[src/rtl/apb_multi_master.sv]
// apb_multi_master: bridges a host request onto an APB bus with NUM_SLAVES slaves.
// Runs SETUP/ACCESS phases, supports back-to-back transfers, aborts on a PREADY
// timeout and reports a coded error with a one-cycle done pulse.
module apb_multi_master #(
    parameter int unsigned NUM_SLAVES     = 2,
    parameter int unsigned SEL_W          = 2,
    parameter int unsigned ADDR_W         = 5,
    parameter int unsigned DATA_W         = 32,
    parameter int unsigned TIMEOUT_CYCLES = 16
) (
    input  logic                         pclk,
    input  logic                         rst_n,
    input  logic                         transfer,
    input  logic                         pwrite_in,
    input  logic [SEL_W-1:0]             sel_in,
    input  logic [ADDR_W-1:0]            addr_in,
    input  logic [DATA_W-1:0]            wdata_in,
    output logic [NUM_SLAVES-1:0]        psel,
    output logic                         penable,
    output logic                         pwrite,
    output logic [ADDR_W-1:0]            paddr,
    output logic [DATA_W-1:0]            pwdata,
    input  logic [NUM_SLAVES*DATA_W-1:0] prdata,
    input  logic [NUM_SLAVES-1:0]        pready,
    input  logic [NUM_SLAVES-1:0]        pslverr,
    output logic                         busy,
    output logic                         done,
    output logic [DATA_W-1:0]            rdata_out,
    output logic                         err,
    output logic [2:0]                   err_code
);

    localparam int unsigned IDX_W = (NUM_SLAVES > 1) ? $clog2(NUM_SLAVES) : 1;
    // A zero timeout still needs a legal (unused) counter width.
    localparam int unsigned CNT_W = (TIMEOUT_CYCLES > 0) ? $clog2(TIMEOUT_CYCLES + 1) : 1;

    localparam logic [2:0] ErrOk  = 3'b000;
    localparam logic [2:0] ErrSel = 3'b001;
    localparam logic [2:0] ErrTmo = 3'b010;
    localparam logic [2:0] ErrSlv = 3'b011;

    typedef enum logic [1:0] {
        StIdle,
        StSetup,
        StAccess
    } state_e;

    state_e                  state;
    logic [IDX_W-1:0]        sel_idx;
    logic [CNT_W-1:0]        tmo_cnt;

    logic                    sel_ok;
    logic [NUM_SLAVES-1:0]   sel_onehot;
    logic [IDX_W-1:0]        sel_in_idx;
    logic                    pready_s;
    logic                    pslverr_s;
    logic [DATA_W-1:0]       prdata_s;
    logic                    tmo_hit;

    // Decode the host select: valid range is 1..NUM_SLAVES, slave k-1 addressed.
    always_comb begin
        sel_ok     = 1'b0;
        sel_onehot = '0;
        for (int i = 0; i < NUM_SLAVES; i++) begin
            if (sel_in == SEL_W'(i + 1)) begin
                sel_ok        = 1'b1;
                sel_onehot[i] = 1'b1;
            end
        end
    end

    assign sel_in_idx = IDX_W'(sel_in - SEL_W'(1));

    // Only the currently addressed slave's response is looked at.
    assign pready_s  = pready[sel_idx];
    assign pslverr_s = pslverr[sel_idx];
    assign prdata_s  = prdata[sel_idx*DATA_W +: DATA_W];

    // Fires on the ACCESS edge that would make TIMEOUT_CYCLES consecutive not-ready cycles.
    assign tmo_hit = (TIMEOUT_CYCLES != 0) && !pready_s &&
                     (tmo_cnt == CNT_W'(TIMEOUT_CYCLES - 1));

    // Transfer FSM with all host/APB outputs registered.
    always_ff @(posedge pclk or negedge rst_n) begin
        if (!rst_n) begin
            state     <= StIdle;
            sel_idx   <= '0;
            tmo_cnt   <= '0;
            psel      <= '0;
            penable   <= 1'b0;
            pwrite    <= 1'b0;
            paddr     <= '0;
            pwdata    <= '0;
            busy      <= 1'b0;
            done      <= 1'b0;
            rdata_out <= '0;
            err       <= 1'b0;
            err_code  <= ErrOk;
        end else begin
            done <= 1'b0;
            unique case (state)
                StIdle: begin
                    if (transfer) begin
                        if (sel_ok) begin
                            pwrite  <= pwrite_in;
                            paddr   <= addr_in;
                            pwdata  <= wdata_in;
                            sel_idx <= sel_in_idx;
                            psel    <= sel_onehot;
                            penable <= 1'b0;
                            busy    <= 1'b1;
                            tmo_cnt <= '0;
                            state   <= StSetup;
                        end else begin
                            done     <= 1'b1;
                            err      <= 1'b1;
                            err_code <= ErrSel;
                        end
                    end
                end

                StSetup: begin
                    penable <= 1'b1;
                    state   <= StAccess;
                end

                StAccess: begin
                    if (pready_s || tmo_hit) begin
                        done <= 1'b1;
                        // Normal completion wins over a simultaneous timeout.
                        if (pready_s) begin
                            err      <= pslverr_s;
                            err_code <= pslverr_s ? ErrSlv : ErrOk;
                            if (!pwrite) begin
                                rdata_out <= prdata_s;
                            end
                        end else begin
                            err      <= 1'b1;
                            err_code <= ErrTmo;
                        end
                        // A valid follow-on request skips IDLE; an invalid one is
                        // reported from IDLE on the next edge so the two done pulses
                        // do not collide.
                        if (transfer && sel_ok) begin
                            pwrite  <= pwrite_in;
                            paddr   <= addr_in;
                            pwdata  <= wdata_in;
                            sel_idx <= sel_in_idx;
                            psel    <= sel_onehot;
                            penable <= 1'b0;
                            busy    <= 1'b1;
                            tmo_cnt <= '0;
                            state   <= StSetup;
                        end else begin
                            psel    <= '0;
                            penable <= 1'b0;
                            busy    <= 1'b0;
                            state   <= StIdle;
                        end
                    end else begin
                        tmo_cnt <= tmo_cnt + CNT_W'(1);
                    end
                end

                default: begin
                    psel    <= '0;
                    penable <= 1'b0;
                    busy    <= 1'b0;
                    state   <= StIdle;
                end
            endcase
        end
    end

endmodule

[config.mk]
export PLATFORM = sky130hd
export DESIGN_NAME = apb_multi_master
export DESIGN_NICKNAME = d
export VERILOG_FILES = /design/src/rtl/apb_multi_master.sv
export SDC_FILE = /design/constraint.sdc
export NUM_CORES = 1
export LEC_CHECK = 0
export CELL_PAD_IN_SITES_DETAIL_PLACEMENT = 0
export CELL_PAD_IN_SITES_GLOBAL_PLACEMENT = 1
export CORE_ASPECT_RATIO = 0.5
export CORE_UTILIZATION = 34
export CTS_CLUSTER_DIAMETER = 50
export CTS_CLUSTER_SIZE = 28
export DETAILED_ROUTE_END_ITERATION = 16
export GPL_TIMING_DRIVEN = 1
export PLACE_DENSITY = 0.94
export SLEW_MARGIN = 20
export SYNTH_ARGS = -nofsm -noshare
export SYNTH_HDL_FRONTEND = slang
export SYNTH_SLANG_ARGS = --single-unit
[constraint.sdc]
create_clock -name pclk -period 5.5 [get_ports pclk]
set_clock_uncertainty 0.15 [all_clocks]
set_input_delay 1.65 -clock pclk [delete_from_list [all_inputs] [get_ports pclk]]
set_output_delay 1.65 -clock pclk [all_outputs]
set_load 0.05 [all_outputs]
== Yosys cells after proc, flatten, opt, wreduce, memory -nomap -nowiden ==
Cells that the tools add are included.
Storage, ports and cells
  word-level logic and storage cells: 108
  output and inout port bits: 79
  register bits after elaboration: 87
  input bits: 111
Operators by class
  shift-type cells: 1
  bitwise gates (word level): 2
  add/sub/neg operators: 2
  equal/unequal tests: 11
  reduce and logical (&&, ||, !) cells: 12
  mux-type cells: 66
  $lt $le $gt $ge: 1
Operator list (number)
  $mux 32: 4
  $pmux 32 s2: 1
  $shiftx 64x7->32: 1
  $mux 5: 8
  $mux 1: 30
  $pmux 5 s2: 2
  $mux 2: 9
  $reduce_and 4->1: 4
  $pmux 2 s3: 2
  $ne 2x2->1 const B: 5
  $mux 3: 3
  $pmux 1 s2: 4
  $pmux 1 s3: 2
  $pmux 3 s2: 1
  $add 5x1->5 const B: 1
  $eq 5x4->1 const B: 1
  $reduce_and 5->1: 1
  $eq 2x1->1 const B: 2
  $eq 2x2->1 const B: 2
  $ne 3x3->1 const B: 1
  $reduce_and 3->1: 1
  $logic_and 1x1->1: 2
  $logic_not 2->1: 1
  $lt 1x2->1 const B: 1
  other kinds (5): 6

== Longest topological paths before layout ==
Gate-level depths: netlist of the first run.
  depth in word-level cells: 7
  depth in mapped cells: 7

== Worst setup path before layout of the first run ==
Ideal clock, no wire load.
  path kind: input to register
  from: input sel_in[0]
  to: register paddr[0]
  slack: 2.016 ns
  stages: 7
  arrival time: 3.209 ns
  required time: 5.225 ns
  path through: inv_1 ha_1 or3b_1 clkbuf_1 a21oi_4 buf_6 mux2_2
Between the ends
  longest elaborated chain between the ends: 6
RTL lines
  start, declared: RTL line 15  | input logic [SEL_W-1:0] sel_in,
  $eq 2x1->1: RTL line 65  | if (sel_in == SEL_W'(i + 1)) begin
  $mux 1: RTL line 65
  $mux 1 *: RTL line 65
  $logic_and 1x1->1: RTL line 144  | if (transfer && sel_ok) begin
  $ne 2x2->1 (no line)
  $reduce_and 5->1 (no line) *
  end signal, assigned: RTL line 106  | paddr <= addr_in;
  end signal, assigned: RTL line 146  | paddr <= addr_in;
  end, declared: RTL line 21  | output logic [ADDR_W-1:0] paddr,
Every way passes the cells marked *; elsewhere a longest branch is shown, timed or not.
A chain may end at the register's enable or synchronous reset.

== Final worst setup path of the first run ==
  from: input sel_in[0]
  to: register pwdata[14]
Between the ends
  longest elaborated chain between the ends: 6
RTL lines
  $eq 2x1->1: RTL line 65
  $mux 1: RTL line 65
  $mux 1 *: RTL line 65
  $logic_and 1x1->1: RTL line 144
  $ne 2x2->1 (no line)
  $reduce_and 5->1 (no line) *
  end signal, assigned: RTL line 107  | pwdata <= wdata_in;
  end signal, assigned: RTL line 147  | pwdata <= wdata_in;
  end, declared: RTL line 22  | output logic [DATA_W-1:0] pwdata,
Marks and branches as above.

==> results of run 1 <==
==> cell usage after synthesis, drive strengths merged <==
cell	number
mux2	105
o31a	1
and4	1
o21ai	5
inv	8
o211ai	2
and3	2
nand3	2
and4bb	1
or4	1
a221o	1
a22o	2
o21bai	1
or2	1
nand2b	2
nand3b	1
o221ai	2
a211oi	1
nand4	1
clkbuf	5
and4b	1
nor3b	1
a21oi	3
a21o	1
ha	4
a31o	1
or3b	2
nor2	1
buf	9
conb	1
dfrtp	85
mux2i	2
nand2	3
or3	1
nor3	2
==> sequential cells by signal, summed over array words and instances, names as in the netlist <==
| name | count |
|---|---|
| err_code | 2 |
| done | 1 |
| err | 1 |
| psel | 2 |
| state | 1 |
| paddr | 5 |
| rdata_out | 32 |
| pwdata | 32 |
| tmo_cnt | 5 |
| busy | 1 |
| pwrite | 1 |
| sel_idx | 1 |
| penable | 1 |
==> cell type report <==
type	count	area, sq um	area share (%)
clock buffers	10	239	3.89
multi-input cells	155	1590	25.8
well taps	145	181	2.95
flip-flops and latches	85	2130	34.6
repair buffers	192	1910	31.1
inverters	8	30.0	0.489
clock inverters	6	68.8	1.12
==> layout by cell type (no fill, tap or decap), types with 2 or more instances in the layout <==
cell	synthesis	routed
clkdlybuf4s50_1	0	187
mux2_2	104	104
dfrtp_1	85	85
clkbuf_16	0	9
inv_1	8	8
o21ai_0	5	5
buf_4	5	5
ha_1	4	4
nand2_1	3	3
and3_1	2	2
a21oi_1	2	2
nand2b_1	2	2
nand3_1	2	2
o221ai_1	2	2
a22o_1	2	2
o211ai_1	2	2
inv_6	0	2
==> cells by family (layout without fill, tap and decap cells) <==
kind of cell	Yosys count	in the layout	share of synthesized area [%]
AO/OA/AOI/OAI	20	20	3.94
adder cells (fa/ha/maj)	4	4	1.30
AND/OR/NAND/NOR	23	23	4.33
multiplexers	107	107	31.6
buffers and inverters	22	216	3.45
other	1	1	0.0975
flip-flops	85	85	55.3
==> worst max-delay path by stage <==
| stage | start | end | slack (ns) | cells past startpoint |
|---|---|---|---|---|
| 2_1_floorplan | sel_in[0] | paddr[0] | 2.02 | 7 |
| 3_3_place_gp | sel_in[0] | pwdata[12] | 1.05 | 7 |
| 3_5_place_dp | sel_in[0] | pwdata[2] | 0.99 | 7 |
| 4_1_cts | sel_in[0] | pwdata[2] | 1.35 | 7 |
| 5_1_grt | sel_in[0] | pwdata[27] | 1.21 | 7 |
| 6_report | sel_in[0] | pwdata[14] | 1.36 | 7 |
==> through the flow <==
| stage | setup slack, ns | hold slack (ns) |
|---|---|---|
| detailed placement | 0.994 | 0.321 |
| global route | 1.21 | 0.362 |
| global placement | 1.05 | 0.310 |
| CTS | 1.35 | 0.335 |
| floorplan | 2.02 | 0.329 |
| finish | 1.36 | 0.327 |
==> metal layers <==
metal	vias up	GRT usage (%)
met5	-	0
met3	14	4.41
met1	1378	17.7
met4	0	5.76
met2	78	29.3
li1	1325	-
==> power groups by stage <==
stage	combinational, uW	sequential, uW	clock [uW]
3_3_place_gp	1820	996	0
3_5_place_dp	1840	1010	0
6_report	1820	993	612
5_1_grt	1890	1030	663
4_1_cts	1840	997	634
2_1_floorplan	398	1800	0
==> summary.txt, run 1 <==
Routing
  • Detail Route met2 WL: 4.79 mm
  • Metal3 WL: 495 um
  • DRT Pass-1 Iters: 10
  • Wire per inst: 14.7 um
  • DRC: 9
  • Max layer used: met4
  • Total Wirelength: 8.86 mm
  • Via/cell ratio: 4.65
  • Initial DRC count: 108
  • Routed length on met1: 3.42 mm
  • Vias: 2795
  • ANT nets after route: 0

Synthesis
  • Synth unique cells: 42
  • Synth Warn #: 0
  • Avg Inst Size Synth: 14.7 sq um
  • Cell area after synthesis: 0.00385 sq mm
  • Synthesized Nets: 377
  • Top post-synthesis cells by area: dfrtp_1 55%, mux2_2 30%, ha_1 1.3%
  • Syn Inst Count: 262
  • Area share of the largest cell type after synthesis: 55.3%
  • Synth Register Bits: 85
  • Seq/Total Area, Yosys: 55.3%
  • Largest area contributor in the netlist: dfrtp_1

Clocking
  • Post-CTS Setup Inserts: 0
  • H-tree lvl count: 3
  • Clk_lat worst skew: 0.33 ns
  • Clk pin slew, worst setup/hold paths: 0.06 ns
  • Longest Clk Path Bufs: 2
  • Root Buffer: clkbuf_16
  • Clock sinks: 85
  • CTS tree: built
  • Hold buffers post-CTS: 0
  • CTS Buf Count: 9
  • Post-CTS Resized: 0

Floorplanning
  • Die height: 77.2 um
  • Core Rows: 27
  • Num ports: 190
  • Total core area: 0.0110 sq mm
  • Die area: 0.0118 sq mm
  • Initial Utilization: 34.9%
  • DIE WIDTH: 152 um

Critical path
  • CP endpoint kind: register
  • Slowest stage cell, crit path: or3b_1
  • Critical path required time: 5.57 ns
  • Worst path arrival time: 4.20 ns
  • CP delay by family, top: buffers and inverters
  • R2r endpoint: pwdata[14]
  • R2R depth: 7
  • CP max FO: 32
  • RR Startpoint: tmo_cnt[0]
  • Setup CP Type: primary input to register
  • Worst path cell trace: clkdlybuf4s50_1 > inv_1 > ha_1 > or3b_1 > a21oi_4 > buf_4 > mux2_2
  • Bufs and invs on worst path: 3
  • FF-to-FF setup slack: 2.91 ns
  • Max incr delay on CP: 0.50 ns
  • Crit path launch type: primary input

Layout
  • Fillers: 952
  • Layout cells sized above 1: 29.2%
  • Finished Cell Area: 0.00614 sq mm
  • Final Non-Filler Cells: 601
  • Post-route core utilization: 55.8%
  • ANT cells: 0
  • Nets: 566
  • Layout area overhead: 59.7%

Timing
  • Fin crit period: 4.14 ns
  • Final setup violation count: 0
  • RSZ-0062 raised after global routing: false
  • Tcrit/Tclk final: 75.2%
  • Setup_tns: 0 ns
  • Final max-slew violation count: 0
  • Max transition margin: 50.4%
  • Slew @ Worst Pin: 0.744 ns
  • Final Hold Vio Count: 0
  • Max Clk Rate: 242 MHz

Worst hold path
  • Min-delay src: busy
  • Hold EP: busy
  • Worst min path class: register to register
  • Worst Hold Path Cells: 1

Power and ir drop
  • Maximum VDD drop: 216 uV
  • Power, Total: 3430 uW
  • P_int: 1950 uW
  • Sequential share of power: 28.9%
  • Switching share of power: 43.3%
  • Power per cell area: 558 mW/mm^2
  • Comb pwr share: 53.2%
  • Clk pwr share: 17.8%
  • Leak pwr: 0.00250 uW
  • Switching Power: 1480 uW

GRT
  • Number of global-route vias before repair: 2916
  • Global-route wire length before repair: 14.8 mm
  • Largest net degree at the start of global routing: 60
  • Total gr overflow: 0
  • Tot GR Track Use: 15.9%
  • Antenna violations before repair: 0

Placed design
  • GP Congestion: 0.727
  • IO buf count: 188
  • Area after DPL: 0.00583 sq mm
  • Post-DP HPWL: 6.64 mm
  • Placed Cells: 585

Run status
  • Status: finished, violations left
  • Failing checks: DRC

Run
  • Max cap viols: 0
(Power assumes the default switching activity.)
==> run 2: changes to the inputs <==
Settings changed: CORE_UTILIZATION 34 to 31, PLACE_DENSITY 0.94 to 0.88.
Clock period 5.5 ns to 4.3 ns, I/O delays scaled along.
==> run 2 against run 1 <==
The flow now finishes without violations; register-to-register slack got worse by 1.1 ns; clock-buffer cell count increased by 1; non-clock buffer count decreased by 1; total power increased by 28%; sequential share of layout area decreased by 0.20 points; hold slack improved by 0.0077 ns.
==> summary.txt, run 2 (synthesis results as in run 1) <==
GRT
  • GRT met3 Usage: 3.88%
  • Largest net degree at the start of global routing: 86
  • GRT busiest layer: met2
  • Met1 GRT Util: 17.5%
  • Met2 Use GR: 24.5%
  • Global-route wire length before repair: 14.3 mm
  • Tot GR Track Use: 14.1%
  • Antenna violations before repair: 0
  • Number of global-route vias before repair: 2718
  • Total gr overflow: 0

Run status
  • Status: finished clean

Timing
  • Final max-slew violation count: 0
  • Fin crit period: 3.58 ns
  • Max Clk Rate: 280 MHz
  • Final setup violation count: 0
  • Final Hold Vio Count: 0
  • Setup_tns: 0 ns
  • RSZ-0062 raised after global routing: false
  • Max transition margin: 48.6%
  • Slew @ Worst Pin: 0.771 ns
  • Final hold slack: 0.334 ns
  • Tcrit/Tclk final: 83.2%
  • Final WS setup: 0.724 ns

Clocking
  • Hold buffers post-CTS: 0
  • Clock sinks: 85
  • Clk pin slew, worst setup/hold paths: 0.06 ns
  • Clk_lat worst skew: 0.33 ns
  • Post-CTS Setup Inserts: 0
  • CTS tree: built
  • Root Buffer: clkbuf_16
  • CTS Buf Count: 9
  • Post-CTS Resized: 0
  • H-tree lvl count: 3
  • Longest Clk Path Bufs: 2

Layout
  • ANT cells: 0
  • Layout cells sized above 1: 29.0%
  • Post-route core utilization: 51.7%
  • Nets: 565
  • Area of the multi-input gates: 0.00159 sq mm
  • Fillers: 1062
  • Largest registers: pwdata (32), rdata_out (32)
  • Most common cell after layout, fill and taps aside: clkdlybuf4s50_1
  • Most frequent cells in the layout: 187 x clkdlybuf4s50_1, 104 x mux2_2, 85 x dfrtp_1
  • Layout area overhead: 60.6%
  • Register area: 0.00213 sq mm

Power and ir drop
  • Power, Total: 4400 uW
  • Maximum VDD drop: 292 uV
  • Leak pwr: 0.00251 uW
  • Power per cell area: 712 mW/mm^2

Critical path
  • Setup CP Type: primary input to register
  • Crit path launch type: primary input
  • CP max FO: 33
  • CP endpoint kind: register
  • Critical path required time: 4.36 ns
  • Worst path arrival time: 3.64 ns

Routing
  • Total Wirelength: 9.13 mm
  • Vias: 2796
  • DRC: 0
  • Initial DRC count: 71
  • Via/cell ratio: 4.51
  • ANT nets after route: 0
  • DRT Pass-1 Iters: 4
  • Wire per inst: 14.7 um

Floorplanning
  • DIE WIDTH: 160 um
  • Num ports: 190
  • Die height: 80.8 um
  • Core Rows: 28
  • Initial Utilization: 32.2%
  • Die area: 0.0129 sq mm
  • Total core area: 0.0119 sq mm

Placed design
  • Post-place setup slack: 0.355 ns
  • Post-DP HPWL: 6.50 mm
  • GP Congestion: 0.754
  • IO buf count: 188

Worst hold path
  • Worst min path class: register to register

Run
  • Max cap viols: 0
run 2: report_power, final:
group	leakage (uW)	internal [uW]	switching, uW
clock	0.000156	483	309
sequential	0.00102	1110	164
combinational	0.00133	916	1420
total	0.00251	2500	1900
run 2: path summary, 6_finish.rpt:
check | to | start | cells past startpoint | slack [ns]
max in group asynchronous | rdata_out[11] | rst_n | 1 | 2.62
hold / removal | rdata_out[7] | rdata_out[7] | 1 | 0.33
setup / recovery | pwdata[20] | sel_in[0] | 7 | 0.72
setup reg to reg | pwdata[20] | tmo_cnt[0] | 7 | 1.77
hold reg to reg | rdata_out[7] | rdata_out[7] | 1 | 0.33
min in group asynchronous | pwdata[18] | rst_n | 1 | 0.87
run 2: critical path, stage by stage:
cell and delay (ns):
clkdlybuf4s50_1 0.48, inv_1 0.06, ha_1 0.34, or3b_1 0.49, a21oi_4 0.35, buf_12 0.26, mux2_2 0.36
run 2: per-stage QoR:
| step | area (sq um) | instances |
|---|---|---|
| after global placement | 5860 | 604 |
| after global routing | 6180 | 620 |
| after detailed placement | 5860 | 604 |
| after CTS | 6170 | 620 |
| after floorplan | 3850 | 262 |
| final | 6180 | 620 |
run 2: cell type report:
| type | instances | share of cell area, % |
|---|---|---|
| clock inverters | 5 | 0.932 |
| flip-flops and latches | 85 | 34.4 |
| multi-input cells | 155 | 25.7 |
| well taps | 165 | 3.34 |
| inverters | 8 | 0.486 |
| clock buffers | 11 | 4.09 |
| repair buffers | 191 | 31.0 |
run 2: routing by layer:
layer | share of wire [%] | wire (um)
met4 | 0.56 | 51
met3 | 5.6 | 508
met2 | 52 | 4780
met5 | 0 | 0
met1 | 41 | 3790
